--- src/rtl/clk_div_gen_if.sv ---
// rtl/clk_div_gen_if.sv - control/status bundle for clk_div_gen; cyc_cnt present only with CLK_DIV_GEN_CYC_CNT_EN
interface clk_div_gen_if #(
    parameter int DIV_W = 8
);
    logic             en;
    logic [DIV_W-1:0] div_val;
    logic             div_load;
    logic             div_ack;
    logic             clk_out;
    logic             rise_pulse;
    logic             locked;
    logic             cfg_err;
`ifdef CLK_DIV_GEN_CYC_CNT_EN
    logic [15:0]      cyc_cnt;
`endif

    modport master (
        output en, div_val, div_load,
`ifdef CLK_DIV_GEN_CYC_CNT_EN
        input  cyc_cnt,
`endif
        input  div_ack, clk_out, rise_pulse, locked, cfg_err
    );

    modport slave (
        input  en, div_val, div_load,
`ifdef CLK_DIV_GEN_CYC_CNT_EN
        output cyc_cnt,
`endif
        output div_ack, clk_out, rise_pulse, locked, cfg_err
    );
endinterface

--- src/rtl/clk_div_gen.sv ---
// rtl/clk_div_gen.sv - glitch-free programmable clock divider; optional cycle counter under CLK_DIV_GEN_CYC_CNT_EN
module clk_div_gen #(
    parameter int DIV_W   = 8,
    parameter int RST_DIV = 2
) (
    input  logic         clk,
    input  logic         rst,
    clk_div_gen_if.slave bus
);
    typedef enum logic [1:0] {IDLE, RUN, PEND, STOP} state_t;

    localparam logic [DIV_W-1:0] ONE     = DIV_W'(1);
    localparam logic [DIV_W-1:0] TWO     = DIV_W'(2);
    localparam logic [DIV_W-1:0] RST_VAL = DIV_W'(RST_DIV);

    state_t           state_q, state_d;
    logic [DIV_W-1:0] cnt_q, cnt_d;
    logic [DIV_W-1:0] ratio_q, ratio_d;
    logic [DIV_W-1:0] shadow_q, shadow_d;
    logic             pend_q, pend_d;
    logic             clk_out_q, clk_out_d;
    logic             rise_pulse_q, rise_pulse_d;
    logic             div_ack_q, div_ack_d;
    logic             locked_q, locked_d;
    logic             cfg_err_q, cfg_err_d;
    logic             load_ok;
    logic             wrap;
    logic             running;

    always_comb begin
        state_d   = state_q;
        cnt_d     = cnt_q;
        ratio_d   = ratio_q;
        shadow_d  = shadow_q;
        pend_d    = pend_q;
        locked_d  = locked_q;
        cfg_err_d = cfg_err_q;
        div_ack_d = 1'b0;
        load_ok   = bus.div_load && (bus.div_val >= TWO);
        wrap      = (cnt_q == (ratio_q - ONE));

        if (bus.div_load) begin
            cfg_err_d = !load_ok;
        end

        case (state_q)
            IDLE: begin
                cnt_d    = '0;
                pend_d   = 1'b0;
                locked_d = 1'b0;
                if (load_ok) begin
                    ratio_d   = bus.div_val;
                    div_ack_d = 1'b1;
                end
                if (bus.en) begin
                    state_d = RUN;
                end
            end
            default: begin
                // A load landing on the boundary edge is applied at that same boundary.
                if (load_ok) begin
                    shadow_d = bus.div_val;
                    pend_d   = 1'b1;
                end
                if (wrap) begin
                    cnt_d = '0;
                    if (pend_d) begin
                        ratio_d   = shadow_d;
                        div_ack_d = 1'b1;
                        pend_d    = 1'b0;
                        locked_d  = 1'b0;
                    end else begin
                        locked_d = 1'b1;
                    end
                    state_d = bus.en ? RUN : IDLE;
                end else begin
                    cnt_d = cnt_q + ONE;
                    if (!bus.en || state_q == STOP) begin
                        state_d = STOP;
                    end else begin
                        state_d = pend_d ? PEND : RUN;
                    end
                end
                if (state_d == IDLE) begin
                    locked_d = 1'b0;
                end
            end
        endcase

        // Outputs are derived from next-cycle phase so they stay registered and aligned with cnt.
        running      = (state_d != IDLE);
        clk_out_d    = running && (cnt_d < (ratio_d - (ratio_d >> 1)));
        rise_pulse_d = running && (cnt_d == '0);
    end

    always_ff @(posedge clk or negedge rst) begin
        if (!rst) begin
            state_q      <= IDLE;
            cnt_q        <= '0;
            ratio_q      <= RST_VAL;
            shadow_q     <= '0;
            pend_q       <= 1'b0;
            clk_out_q    <= 1'b0;
            rise_pulse_q <= 1'b0;
            div_ack_q    <= 1'b0;
            locked_q     <= 1'b0;
            cfg_err_q    <= 1'b0;
        end else begin
            state_q      <= state_d;
            cnt_q        <= cnt_d;
            ratio_q      <= ratio_d;
            shadow_q     <= shadow_d;
            pend_q       <= pend_d;
            clk_out_q    <= clk_out_d;
            rise_pulse_q <= rise_pulse_d;
            div_ack_q    <= div_ack_d;
            locked_q     <= locked_d;
            cfg_err_q    <= cfg_err_d;
        end
    end

    assign bus.clk_out    = clk_out_q;
    assign bus.rise_pulse = rise_pulse_q;
    assign bus.div_ack    = div_ack_q;
    assign bus.locked     = locked_q;
    assign bus.cfg_err    = cfg_err_q;

`ifdef CLK_DIV_GEN_CYC_CNT_EN
    logic [15:0] cyc_cnt_q, cyc_cnt_d;

    always_comb begin
        cyc_cnt_d = cyc_cnt_q + {15'd0, rise_pulse_q};
        if (state_d == IDLE && state_q != IDLE) begin
            cyc_cnt_d = '0;
        end
    end

    always_ff @(posedge clk or negedge rst) begin
        if (!rst) begin
            cyc_cnt_q <= '0;
        end else begin
            cyc_cnt_q <= cyc_cnt_d;
        end
    end

    assign bus.cyc_cnt = cyc_cnt_q;
`endif
endmodule
--- src/flat_wrapper.sv ---
// flat-port wrapper written by rule: the top's interface ports become plain ports
module clk_div_gen_flat 
#(
    parameter int DIV_W   = 8,
    parameter int RST_DIV = 2
)
  (clk, rst, bus_en, bus_div_val, bus_div_load, bus_div_ack, bus_clk_out, bus_rise_pulse, bus_locked, bus_cfg_err);
  clk_div_gen_if #(.DIV_W(DIV_W)) bus_i ();
  input  logic clk;
  input  logic rst;
  input wire logic [$bits(bus_i.en)-1:0] bus_en;
  input wire logic [$bits(bus_i.div_val)-1:0] bus_div_val;
  input wire logic [$bits(bus_i.div_load)-1:0] bus_div_load;
  output wire logic [$bits(bus_i.div_ack)-1:0] bus_div_ack;
  output wire logic [$bits(bus_i.clk_out)-1:0] bus_clk_out;
  output wire logic [$bits(bus_i.rise_pulse)-1:0] bus_rise_pulse;
  output wire logic [$bits(bus_i.locked)-1:0] bus_locked;
  output wire logic [$bits(bus_i.cfg_err)-1:0] bus_cfg_err;
  assign bus_i.en = bus_en;
  assign bus_i.div_val = bus_div_val;
  assign bus_i.div_load = bus_div_load;
  assign bus_div_ack = bus_i.div_ack;
  assign bus_clk_out = bus_i.clk_out;
  assign bus_rise_pulse = bus_i.rise_pulse;
  assign bus_locked = bus_i.locked;
  assign bus_cfg_err = bus_i.cfg_err;
  clk_div_gen #(.DIV_W(DIV_W), .RST_DIV(RST_DIV)) u_core (.clk(clk), .rst(rst), .bus(bus_i));
endmodule
--- config.mk ---
export PLATFORM = sky130hd
export DESIGN_NAME = clk_div_gen_flat
export DESIGN_NICKNAME = d
export VERILOG_FILES = /design/src/rtl/clk_div_gen_if.sv /design/src/rtl/clk_div_gen.sv /design/src/flat_wrapper.sv
export SDC_FILE = /design/constraint.sdc
export NUM_CORES = 1
export LEC_CHECK = 0
export CAP_MARGIN = 10
export CORE_MARGIN = 10
export CORE_UTILIZATION = 58
export DETAILED_ROUTE_END_ITERATION = 8
export MAX_ROUTING_LAYER = met4
export PLACE_DENSITY_LB_ADDON = 0.05
export SLEW_MARGIN = 20
export SYNTH_ARGS = -nofsm -noshare
export SYNTH_HDL_FRONTEND = slang
export SYNTH_SLANG_ARGS = --single-unit
--- constraint.sdc ---
create_clock -name clk -period 5.04 [get_ports clk]
set_clock_uncertainty 0.2 [all_clocks]
set_input_delay 1.26 -clock clk [delete_from_list [all_inputs] [get_ports clk]]
set_output_delay 1.26 -clock clk [all_outputs]
set_load 0.05 [all_outputs]
=== Yosys cells after proc, flatten, opt, wreduce, memory -nomap -nowiden ===
Index checks and enable logic that the tools add are counted.
Widths: inputs -> output; s select.

* Flip-flop bits (word level): 32
* Latch bits: 0
* RAM bits: 0
* ROM bits: 0
* Input bits: 12
* Output and inout port bits: 5
* Word-level logic and storage cells: 54
* Memories: 0

* $add $sub $neg: 3
* Multiply operators: 0
* Divide/modulo/power cells: 0
* Magnitude comparators: 2
* Equal/unequal tests: 2
* Shifts and indexed selects: 0
* Multiplexer cells: 26
* Bitwise operators: 0
* Reductions and logical operators: 11

{| class="wikitable"
|+ Operators by type and width
! cell !! number
|-
| $mux 8 || 7
|-
| $mux 1 || 13
|-
| $mux 2 || 6
|-
| $add 8x1->8 const B || 1
|-
| $eq 8x8->1 || 1
|-
| $ge 8x2->1 const B || 1
|-
| $logic_not 8->1 || 1
|-
| $lt 8x8->1 || 1
|-
| $sub 8x1->8 const B || 1
|-
| $sub 8x7->8 || 1
|-
| $logic_not 2->1 || 2
|-
| $logic_and 1x1->1 || 3
|-
| $reduce_bool 3->1 || 1
|-
| $eq 2x2->1 const B || 1
|-
| $logic_not 1->1 || 2
|-
| $reduce_bool 2->1 || 1
|-
| $logic_or 1x1->1 || 1
|}

=== Longest topological paths before layout ===
Gate-level depths: netlist of run 1.

* Depth after elaboration: 11
* Gate-level depth with buffers: 22
* Depth with buffers taken out: 22

=== Worst setup path after synthesis of run 1 ===
No wires, ideal clock.

* Path kind: input to register
* Start: in bus_div_val[4]
* End: reg u_core.clk_out_q, in the netlist u_core.bus.clk_out
* Setup time: 0.111 ns
* Arrival: 4.296 ns
* Data required time: 4.729 ns
* Setup slack: 0.433 ns
* Cell stages on the path: 13
* Path through: nor4_1 a21boi_1 or3_1 clkbuf_1 o21a_1 ha_1 o21ai_0 nand2b_1 xnor2_1 ha_1 a211o_1 or3_1 a2111oi_2

* Elaborated cells on any way between the ends: 18
* Classes of those cells: add/sub (1); order compare (2); mux (12); reduce/logical (3)

{| class="wikitable"
|+ RTL lines
! item !! RTL line !! RTL
|-
| start, declared || flat_wrapper.sv:12 || <nowiki>input wire logic [$bits(bus_i.div_val)-1:0] bus_div_val;</nowiki>
|-
| $ge 8x2->1 (*) || clk_div_gen.sv:39 || <nowiki>load_ok = bus.div_load && (bus.div_val >= TWO);</nowiki>
|-
| $logic_and 1x1->1 (*) || clk_div_gen.sv:39 ||
|-
| $mux 1 || clk_div_gen.sv:61 || <nowiki>if (load_ok) begin</nowiki>
|-
| $mux 1 || clk_div_gen.sv:46 || <nowiki>case (state_q)</nowiki>
|-
| $mux 8 || clk_div_gen.sv:67 || <nowiki>if (pend_d) begin</nowiki>
|-
| $mux 8 || clk_div_gen.sv:65 || <nowiki>if (wrap) begin</nowiki>
|-
| $mux 8 (*) || clk_div_gen.sv:46 ||
|-
| net u_core.ratio_d[2] || clk_div_gen.sv:18 || <nowiki>logic [DIV_W-1:0] ratio_q, ratio_d;</nowiki>
|-
| $sub 8x7->8 (*) || clk_div_gen.sv:92 || <nowiki>clk_out_d = running && (cnt_d < (ratio_d - (ratio_d >> 1)));</nowiki>
|-
| $lt 8x8->1 (*) || clk_div_gen.sv:92 ||
|-
| $logic_and 1x1->1 (*) || clk_div_gen.sv:92 ||
|-
| net u_core.clk_out_d || clk_div_gen.sv:21 || <nowiki>logic clk_out_q, clk_out_d;</nowiki>
|-
| end signal, assigned || clk_div_gen.sv:114 || <nowiki>clk_out_q <= clk_out_d;</nowiki>
|-
| end, declared || clk_div_gen.sv:21 ||
|}

The timed path passes the listed nets; every way through them passes the cells marked *. The select of a mux whose other input is x is not followed.
A chain may end at the register's enable or synchronous reset.

=== Worst setup path after layout of run 1 ===
* Start: in bus_div_val[1]
* End: reg u_core.clk_out_q, in the netlist u_core.bus.clk_out

* Cells in the longest elaborated chain, start to end: 11
* Elaborated cells on any way between the ends: 18
* Classes of those cells: add/sub (1); order compare (2); mux (12); reduce/logical (3)

{| class="wikitable"
|+ Ends and longest elaborated chain
! item !! RTL line
|-
| parallel branches: the longest is 10 deep, another holds $ge 8x2->1 || --
|-
| $logic_and 1x1->1 (*) || clk_div_gen.sv:92
|-
| net u_core.clk_out_d || clk_div_gen.sv:21
|}

Mark *: on every way through the listed nets, which the timed path passes. The select of a mux whose other input is x is not followed.

==> results of run 1 <==
-- repair_timing --
action                                  CTS  global route
pin swaps                                 0             8
endpoints found under the setup margin    1             1
resized for setup                         2            13
buffers inserted                          0             1
-- layer usage --
layer	global-route usage	vias up	share of wire
met2	0.274	36	0.50
met5	-	-	0
met1	0.182	823	0.43
li1	-	842	-
met3	0.0356	10	0.043
met4	0.0757	0	0.026
-- logic make-up (layout without fill, tap and decap cells) --
kind of cell	after synthesis	in the layout	synth area share
AO/OA/AOI/OAI	44	44	0.155
multiplexers	9	9	0.0470
buffers and inverters	15	51	0.0329
XOR/XNOR	25	25	0.106
adder cells (fa/ha/maj)	17	17	0.103
flip-flops	32	32	0.377
AND/OR/NAND/NOR	75	75	0.179
-- sequential cells by signal, indices dropped and copies added (netlist names), named ones only --
register and cells:
u_core.bus.cfg_err 1, u_core.bus.clk_out 1, u_core.bus.div_ack 1, u_core.bus.locked 1
u_core.bus.rise_pulse 1, u_core.cnt_q 8, u_core.pend_q 1, u_core.ratio_q 7
u_core.shadow_q 8, u_core.state_q 2
-- per-stage QoR --
step	cells	power [W]	utilization
after floorplan	217	0.00138	-
after global placement	290	0.00160	0.710
after detailed placement	290	0.00166	0.710
after CTS	298	0.00187	0.739
after global routing	299	0.00213	0.757
final	299	0.00195	0.757
-- final timing paths --
path,to,slack [ns],cells past startpoint
max,u_core.bus.clk_out,0.17,17
min,u_core.shadow_q[1],0.32,1
max reg2reg,u_core.bus.clk_out,0.48,22
min reg2reg,u_core.shadow_q[1],0.32,1
max in group asynchronous,u_core.ratio_q[1],3.12,2
min in group asynchronous,u_core.cnt_q[4],1.19,2
-- worst register-to-register path, delay by kind of cell, from the launching register on --
kind                       cells  cell delay [ns]
xor gates and xnor gates       2             0.42
adders and majority gates      3             0.72
and+or+nand+nor                7             0.91
AOI/OAI and AO/OA              8             1.39
buffers and inverters          2             0.26
DFF                            1             0.55
-- power groups by stage --
stage | logic (W) | clock network [W] | registers, W
after global placement | 0.00115 | 0 | 0.000453
after detailed placement | 0.00120 | 0 | 0.000457
after global routing | 0.00145 | 0.000214 | 0.000469
final | 0.00129 | 0.000199 | 0.000456
after CTS | 0.00122 | 0.000205 | 0.000452
after floorplan | 0.000958 | 0 | 0.000424
-- area by class of cell --
type	instances	area share
multi-input combinational	170	0.508
sequential	32	0.308
clock buffer	8	0.0346
tap	46	0.0221
inverter	8	0.0115
timing repair buffer	35	0.116
-- synthesized netlist by cell type (all sizes together), types with 3 or more instances --
| cell type | n | area (um2) |
|---|---|---|
| xnor2 | 13 | 121 |
| a22oi | 4 | 30.0 |
| a21o | 3 | 22.5 |
| nor2 | 21 | 81.3 |
| nor3 | 5 | 35.0 |
| nand4 | 3 | 25.0 |
| ha | 16 | 200 |
| inv | 8 | 30.0 |
| nand2 | 19 | 71.3 |
| a21oi | 8 | 40.0 |
| nor2b | 3 | 18.8 |
| dfrtp | 31 | 776 |
| xor2 | 12 | 105 |
| mux2 | 8 | 90.1 |
| o21ai | 9 | 48.8 |
| o21a | 5 | 37.5 |
| buf | 4 | 28.8 |
| and2 | 5 | 31.3 |
| nand3 | 7 | 35.0 |
| clkbuf | 3 | 11.3 |
-- cells in the final DEF (no fill, tap or decap), types with 6 or more instances in the layout --
cell type / instances
clkbuf_8: 6
clkdlybuf4s50_1: 16
nor2_1: 20
inv_1: 7
ha_1: 15
nand3_1: 7
a21oi_1: 7
nand2_1: 18
xnor2_1: 11
buf_4: 19
mux2_2: 8
xor2_1: 12
dfrtp_1: 31
==> flow_metrics.env, run 1 <==
export IMPL_startpoint="bus_div_val[1]"
export IMPL_p_int_w=0.00108
export IMPL_finalNetCount=281
export IMPL_cp_slowest_cell="clkdlybuf4s50_1"
export IMPL_syn_num_nets=246
export IMPL_dpl_instance_area_mm2=0.00244
export IMPL_core_area_mm2=0.00344
export IMPL_worstSetupPathType="primary input to flop"
export IMPL_place_port_buffers=16
export IMPL_cts_tree="built"
export IMPL_dr_pass1_iters=4
export IMPL_wl_per_cell_um=16.1
export IMPL_grt_usage=0.164
export IMPL_synth_ff_type="dfrtp_1"
export IMPL_ys_warn_count=0
export IMPL_h_tree_depth=2
export IMPL_worst_path_buf_inv=2
export IMPL_grt_antenna_before_repair=0
export IMPL_cp_cell_sequence="clkdlybuf4s50_1 -> nor4_4 -> a21boi_2 -> or3_4 -> buf_4 -> o21ai_2 -> ha_4 -> o21ai_1 -> nand2b_1 -> a21o_1 -> a21oi_2 -> o21ai_1 -> xor2_1 -> ha_1 -> nand4_1 -> nor3_2 -> a2111oi_2"
export IMPL_cp_arrival_ns=4.83
export IMPL_dieWidth_um=80.6
export IMPL_clock_sinks=32
export IMPL_viasPerCell=5.72
export IMPL_critPathTopFamily="compound AO/OA/AOI/OAI gates"
export IMPL_boundaryPins=17
export IMPL_clkPwrFrac=0.102
export IMPL_syn_area_mm2=0.00213
export IMPL_worstSetupEndpointType="flop"
export IMPL_ant_nets=0
export IMPL_drc=0
export IMPL_max_clock_freq_mhz=205
export IMPL_rows=21
export IMPL_n_antenna_cell=0
export IMPL_cts_reportedPaths_clkPinSlew_ns=0.06
export IMPL_cp_required_ns=5.00
export IMPL_grt_max_degree=33
export IMPL_ir_drop_mv=0.671
export IMPL_routed_wl_mm=4.83
export IMPL_setup_ws_ns=0.173
export IMPL_cts_root_buffer="clkbuf_8"
export IMPL_first_iter_violations=61
export IMPL_initial_core_util=0.619
export IMPL_grt_pass1_wl_mm=8.20
export IMPL_n_fill_cell=262
export IMPL_final_setup_tns_ns=0
export IMPL_syn_area_per_cell_um2=9.81
export IMPL_grt_pass1_vias=1823
export IMPL_hold_viol=0
export IMPL_finalMaxSlewViolations=0
export IMPL_seq_area_frac_synth=0.377
export IMPL_dieArea_mm2=0.00650
export IMPL_pwr_share_seq=0.234
export IMPL_min_path_type="flop to flop"
export IMPL_synth_edf_count=0
export IMPL_synthArstFlopShare=1.00
export IMPL_status="complete, no violations"
export IMPL_syn2layout_area_growth_pct=22.3
export IMPL_ys_ff_latch=32
export IMPL_worst_pin_slew_ns=0.503
export IMPL_maxCapViolations=0
export IMPL_ys_types=52
export IMPL_grt_overflow_total=0
export IMPL_hp_start="u_core.shadow_q[1]"
export IMPL_worstSetupStartpointType="primary input"
export IMPL_hold_buffers=0
export IMPL_gp_congestion=0.971
export IMPL_cts_made_buffers=5
export IMPL_hold_slack_ns=0.316
export IMPL_netlist_instances=217
export IMPL_p_leak_nw=1.16
export IMPL_via_count=1711
export IMPL_die_y_um=80.6
export IMPL_worstPathMaxFanout=6
export IMPL_max_slew_margin=0.663
export IMPL_p_sw_w=0.000864
export IMPL_finalInstanceArea_mm2=0.00261
export IMPL_timing_rr_start="u_core.ratio_q[1]"
export IMPL_hpwl_mm=3.85
export IMPL_multi_input_comb_area_mm2=0.00132
export IMPL_swShare=0.443
export IMPL_slowest_delay_ns=0.46
export IMPL_p_comb_frac=0.664
export IMPL_cts_buffer_depth=2
export IMPL_fin_crit_ns=4.87
export IMPL_clock_latency_ns=0.27
export IMPL_setup_viol=0
export IMPL_drive_above_1_share=0.213
export IMPL_min_period_over_period=0.966
export IMPL_p_per_area_mw_per_mm2=748
export IMPL_regArea_um2=802
export IMPL_pre_cts_ws_ns=-0.326
export IMPL_critPathMostFrequentCell="o21ai_1"
Power figures use the tool's default switching activity.
==> run 2: changes to the inputs <==
--- a/config.mk
+++ b/config.mk
@@ -7,7 +7,7 @@
 export LEC_CHECK = 0
 export CAP_MARGIN = 10
 export CORE_MARGIN = 10
-export CORE_UTILIZATION = 58
+export CORE_UTILIZATION = 62
 export DETAILED_ROUTE_END_ITERATION = 8
 export MAX_ROUTING_LAYER = met4
 export PLACE_DENSITY_LB_ADDON = 0.05
==> constraint.sdc (replaced) <==
create_clock -name clk -period 5.6 [get_ports clk]
set_clock_uncertainty 0.2 [all_clocks]
set_input_delay 1.4 -clock clk [delete_from_list [all_inputs] [get_ports clk]]
set_output_delay 1.4 -clock clk [all_outputs]
set_load 0.05 [all_outputs]
==> run 2 against run 1 <==
  * Non-clock buffer count shrank 15
  * Final cell count down 5.0%
  * Design area down 8.4%
  * Critical path type unchanged
  * Highest routed layer unchanged
  * Routed wire length is 2.4% lower
  * Largest power group unchanged
  * Global-route usage decreased by 0.17 points
  * Via count is 1.7% lower
  * Utilization is 4.1 points lower
  * Register-to-register slack better by 0.33 ns
==> flow_metrics.env, run 2 (same netlist as run 1, synthesis figures left out) <==
export IMPL_status="complete, no violations"
export IMPL_cp_arrival_ns=5.25
export IMPL_finish_utilization=0.715
export IMPL_most_common_layout_cells="dfrtp_1, nor2_1, nand2_1"
export IMPL_critPathMostFrequentCell="ha_1"
export IMPL_dieWidth_um=78.6
export IMPL_cts_tree="built"
export IMPL_clock_latency_ns=0.36
export IMPL_gp_congestion=0.907
export IMPL_clock_sinks=32
export IMPL_hold_viol=0
export IMPL_core_area_mm2=0.00334
export IMPL_cts_made_buffers=5
export IMPL_p_comb_frac=0.660
export IMPL_worst_path_buf_inv=2
export IMPL_p_leak_nw=1.06
export IMPL_swShare=0.463
export IMPL_die_y_um=78.6
export IMPL_dieArea_mm2=0.00618
export IMPL_fin_crit_ns=5.21
export IMPL_maxCapViolations=0
export IMPL_largestRegisters="u_core.cnt_q x8, u_core.shadow_q x8, u_core.ratio_q x7"
export IMPL_finalInstanceArea_mm2=0.00239
export IMPL_critPathTopFamily="compound AO/OA/AOI/OAI gates"
export IMPL_post_cts_buffers=0
export IMPL_cts_root_buffer="clkbuf_4"
export IMPL_grt_antenna_before_repair=0
export IMPL_hpwl_mm=3.72
export IMPL_boundaryPins=17
export IMPL_wl_per_cell_um=16.6
export IMPL_min_period_over_period=0.931
export IMPL_max_slew_margin=0.612
export IMPL_cp_required_ns=5.64
export IMPL_grt_pass1_wl_mm=7.81
export IMPL_hold_buffers=0
export IMPL_place_port_buffers=16
export IMPL_final_common_cell="dfrtp_1"
export IMPL_p_sw_w=0.000737
export IMPL_clkPwrFrac=0.084
export IMPL_final_setup_tns_ns=0
export IMPL_n_antenna_cell=0
export IMPL_rsz0062_at_grt="false"
export IMPL_viasPerCell=5.92
export IMPL_worst_pin_slew_ns=0.580
export IMPL_worstSetupPathType="primary input to flop"
export IMPL_cts_reportedPaths_clkPinSlew_ns=0.10
export IMPL_pwr_share_seq=0.256
export IMPL_dpl_instance_area_mm2=0.00234
export IMPL_first_iter_violations=120
export IMPL_rows=21
export IMPL_max_clock_freq_mhz=192
export IMPL_drc=0
export IMPL_p_per_area_mw_per_mm2=667
export IMPL_routed_wl_mm=4.71
export IMPL_cts_repair_resized=0
export IMPL_initial_core_util=0.638
export IMPL_worstSetupEndpointType="flop"
export IMPL_grt_pass1_vias=1722
export IMPL_grt_usage=0.162
export IMPL_cp_cell_sequence="clkdlybuf4s50_1 -> nor4_1 -> a21boi_1 -> o21ai_2 -> inv_1 -> o22a_1 -> o21a_1 -> ha_1 -> nor2b_1 -> o21ai_0 -> nand2b_1 -> a21o_1 -> a21oi_1 -> xor2_1 -> ha_1 -> nand4_1 -> nor3_1 -> a2111oi_2"
export IMPL_grt_max_degree=33
export IMPL_setup_viol=0
export IMPL_finalMaxSlewViolations=0
export IMPL_syn2layout_area_growth_pct=12.1
export IMPL_slowest_delay_ns=0.46
export IMPL_worstPathMaxFanout=7
export IMPL_drive_above_1_share=0.122
export IMPL_ir_drop_mv=0.588
export IMPL_ant_nets=0
export IMPL_h_tree_depth=2
export IMPL_grt_overflow_total=0
export IMPL_dr_pass1_iters=5
export IMPL_p_int_w=0.000856
export IMPL_finalNetCount=266
export IMPL_worstSetupStartpointType="primary input"
export IMPL_cts_buffer_depth=2
export IMPL_hold_slack_ns=0.313
export IMPL_cp_slowest_cell="clkdlybuf4s50_1"
export IMPL_min_path_type="flop to flop"
export IMPL_n_fill_cell=252
export IMPL_via_count=1682
## run 2: cell count changes in the layout (fill, tap and decap cells not counted), sizes merged
cell,before,now
buf,19,4
clkbuf,8,7
clkinv,0,1
## run 2: area by class of cell
cell class	count	area [um2]	area share
inverters	8	30.0	0.0126
repair buffers	20	190	0.0797
clock inverters	1	5.00	0.00210
flip-flops and latches	32	802	0.336
well taps	46	57.6	0.0241
multi-input cells	170	1260	0.527
clock buffers	7	45.0	0.0189
## run 2: routing by layer
layer  up-vias  GRT usage  part of all wire
met5         -          -                 0
met4         0     0.0681             0.022
met3        14     0.0410             0.047
met2        57      0.264              0.50
met1       801      0.186              0.43
li1        810          -                 -
## run 2: through the flow
step,total power [W],setup WS [ns],std cells
6_report,0.00159,0.389,284
5_1_grt,0.00173,0.0665,284
4_1_cts,0.00159,0.408,284
3_5_place_dp,0.00145,0.0391,276
3_3_place_gp,0.00140,0.252,276
2_1_floorplan,0.00124,0.853,217
## run 2: worst paths after layout
path	from	slack, ns	to	depth (start not counted)
setup reg to reg	u_core.ratio_q[0]	0.81	u_core.bus.clk_out	19
hold reg to reg	u_core.bus.cfg_err	0.31	u_core.bus.cfg_err	2
hold / removal	u_core.bus.cfg_err	0.31	u_core.bus.cfg_err	2
max in group asynchronous	rst	3.64	u_core.ratio_q[1]	2
setup / recovery	bus_div_val[4]	0.39	u_core.bus.clk_out	18
min in group asynchronous	rst	1.23	u_core.bus.div_ack	2
## run 2: power by group through the flow
stage | clock [W] | combinational (W) | sequential, W
floorplan | 0 | 0.000862 | 0.000381
global placement | 0 | 0.000991 | 0.000408
detailed placement | 0 | 0.00104 | 0.000411
CTS | 0.000133 | 0.00105 | 0.000406
global route | 0.000145 | 0.00117 | 0.000419
finish | 0.000133 | 0.00105 | 0.000408
## run 2: worst register-to-register path: stages (launching register included)
cell and delay, ns:
dfrtp_1 0.43, inv_1 0.10, ha_1 0.21, nor3b_1 0.25, xnor2_1 0.15, o2111a_1 0.25
nand4_2 0.26, or3_1 0.57, o21a_1 0.27, ha_1 0.35, nor2b_1 0.14, o21ai_0 0.14
nand2b_1 0.11, a21o_1 0.19, a21oi_1 0.17, xor2_1 0.16, ha_1 0.26, nand4_1 0.10
nor3_1 0.07, a2111oi_2 0.30
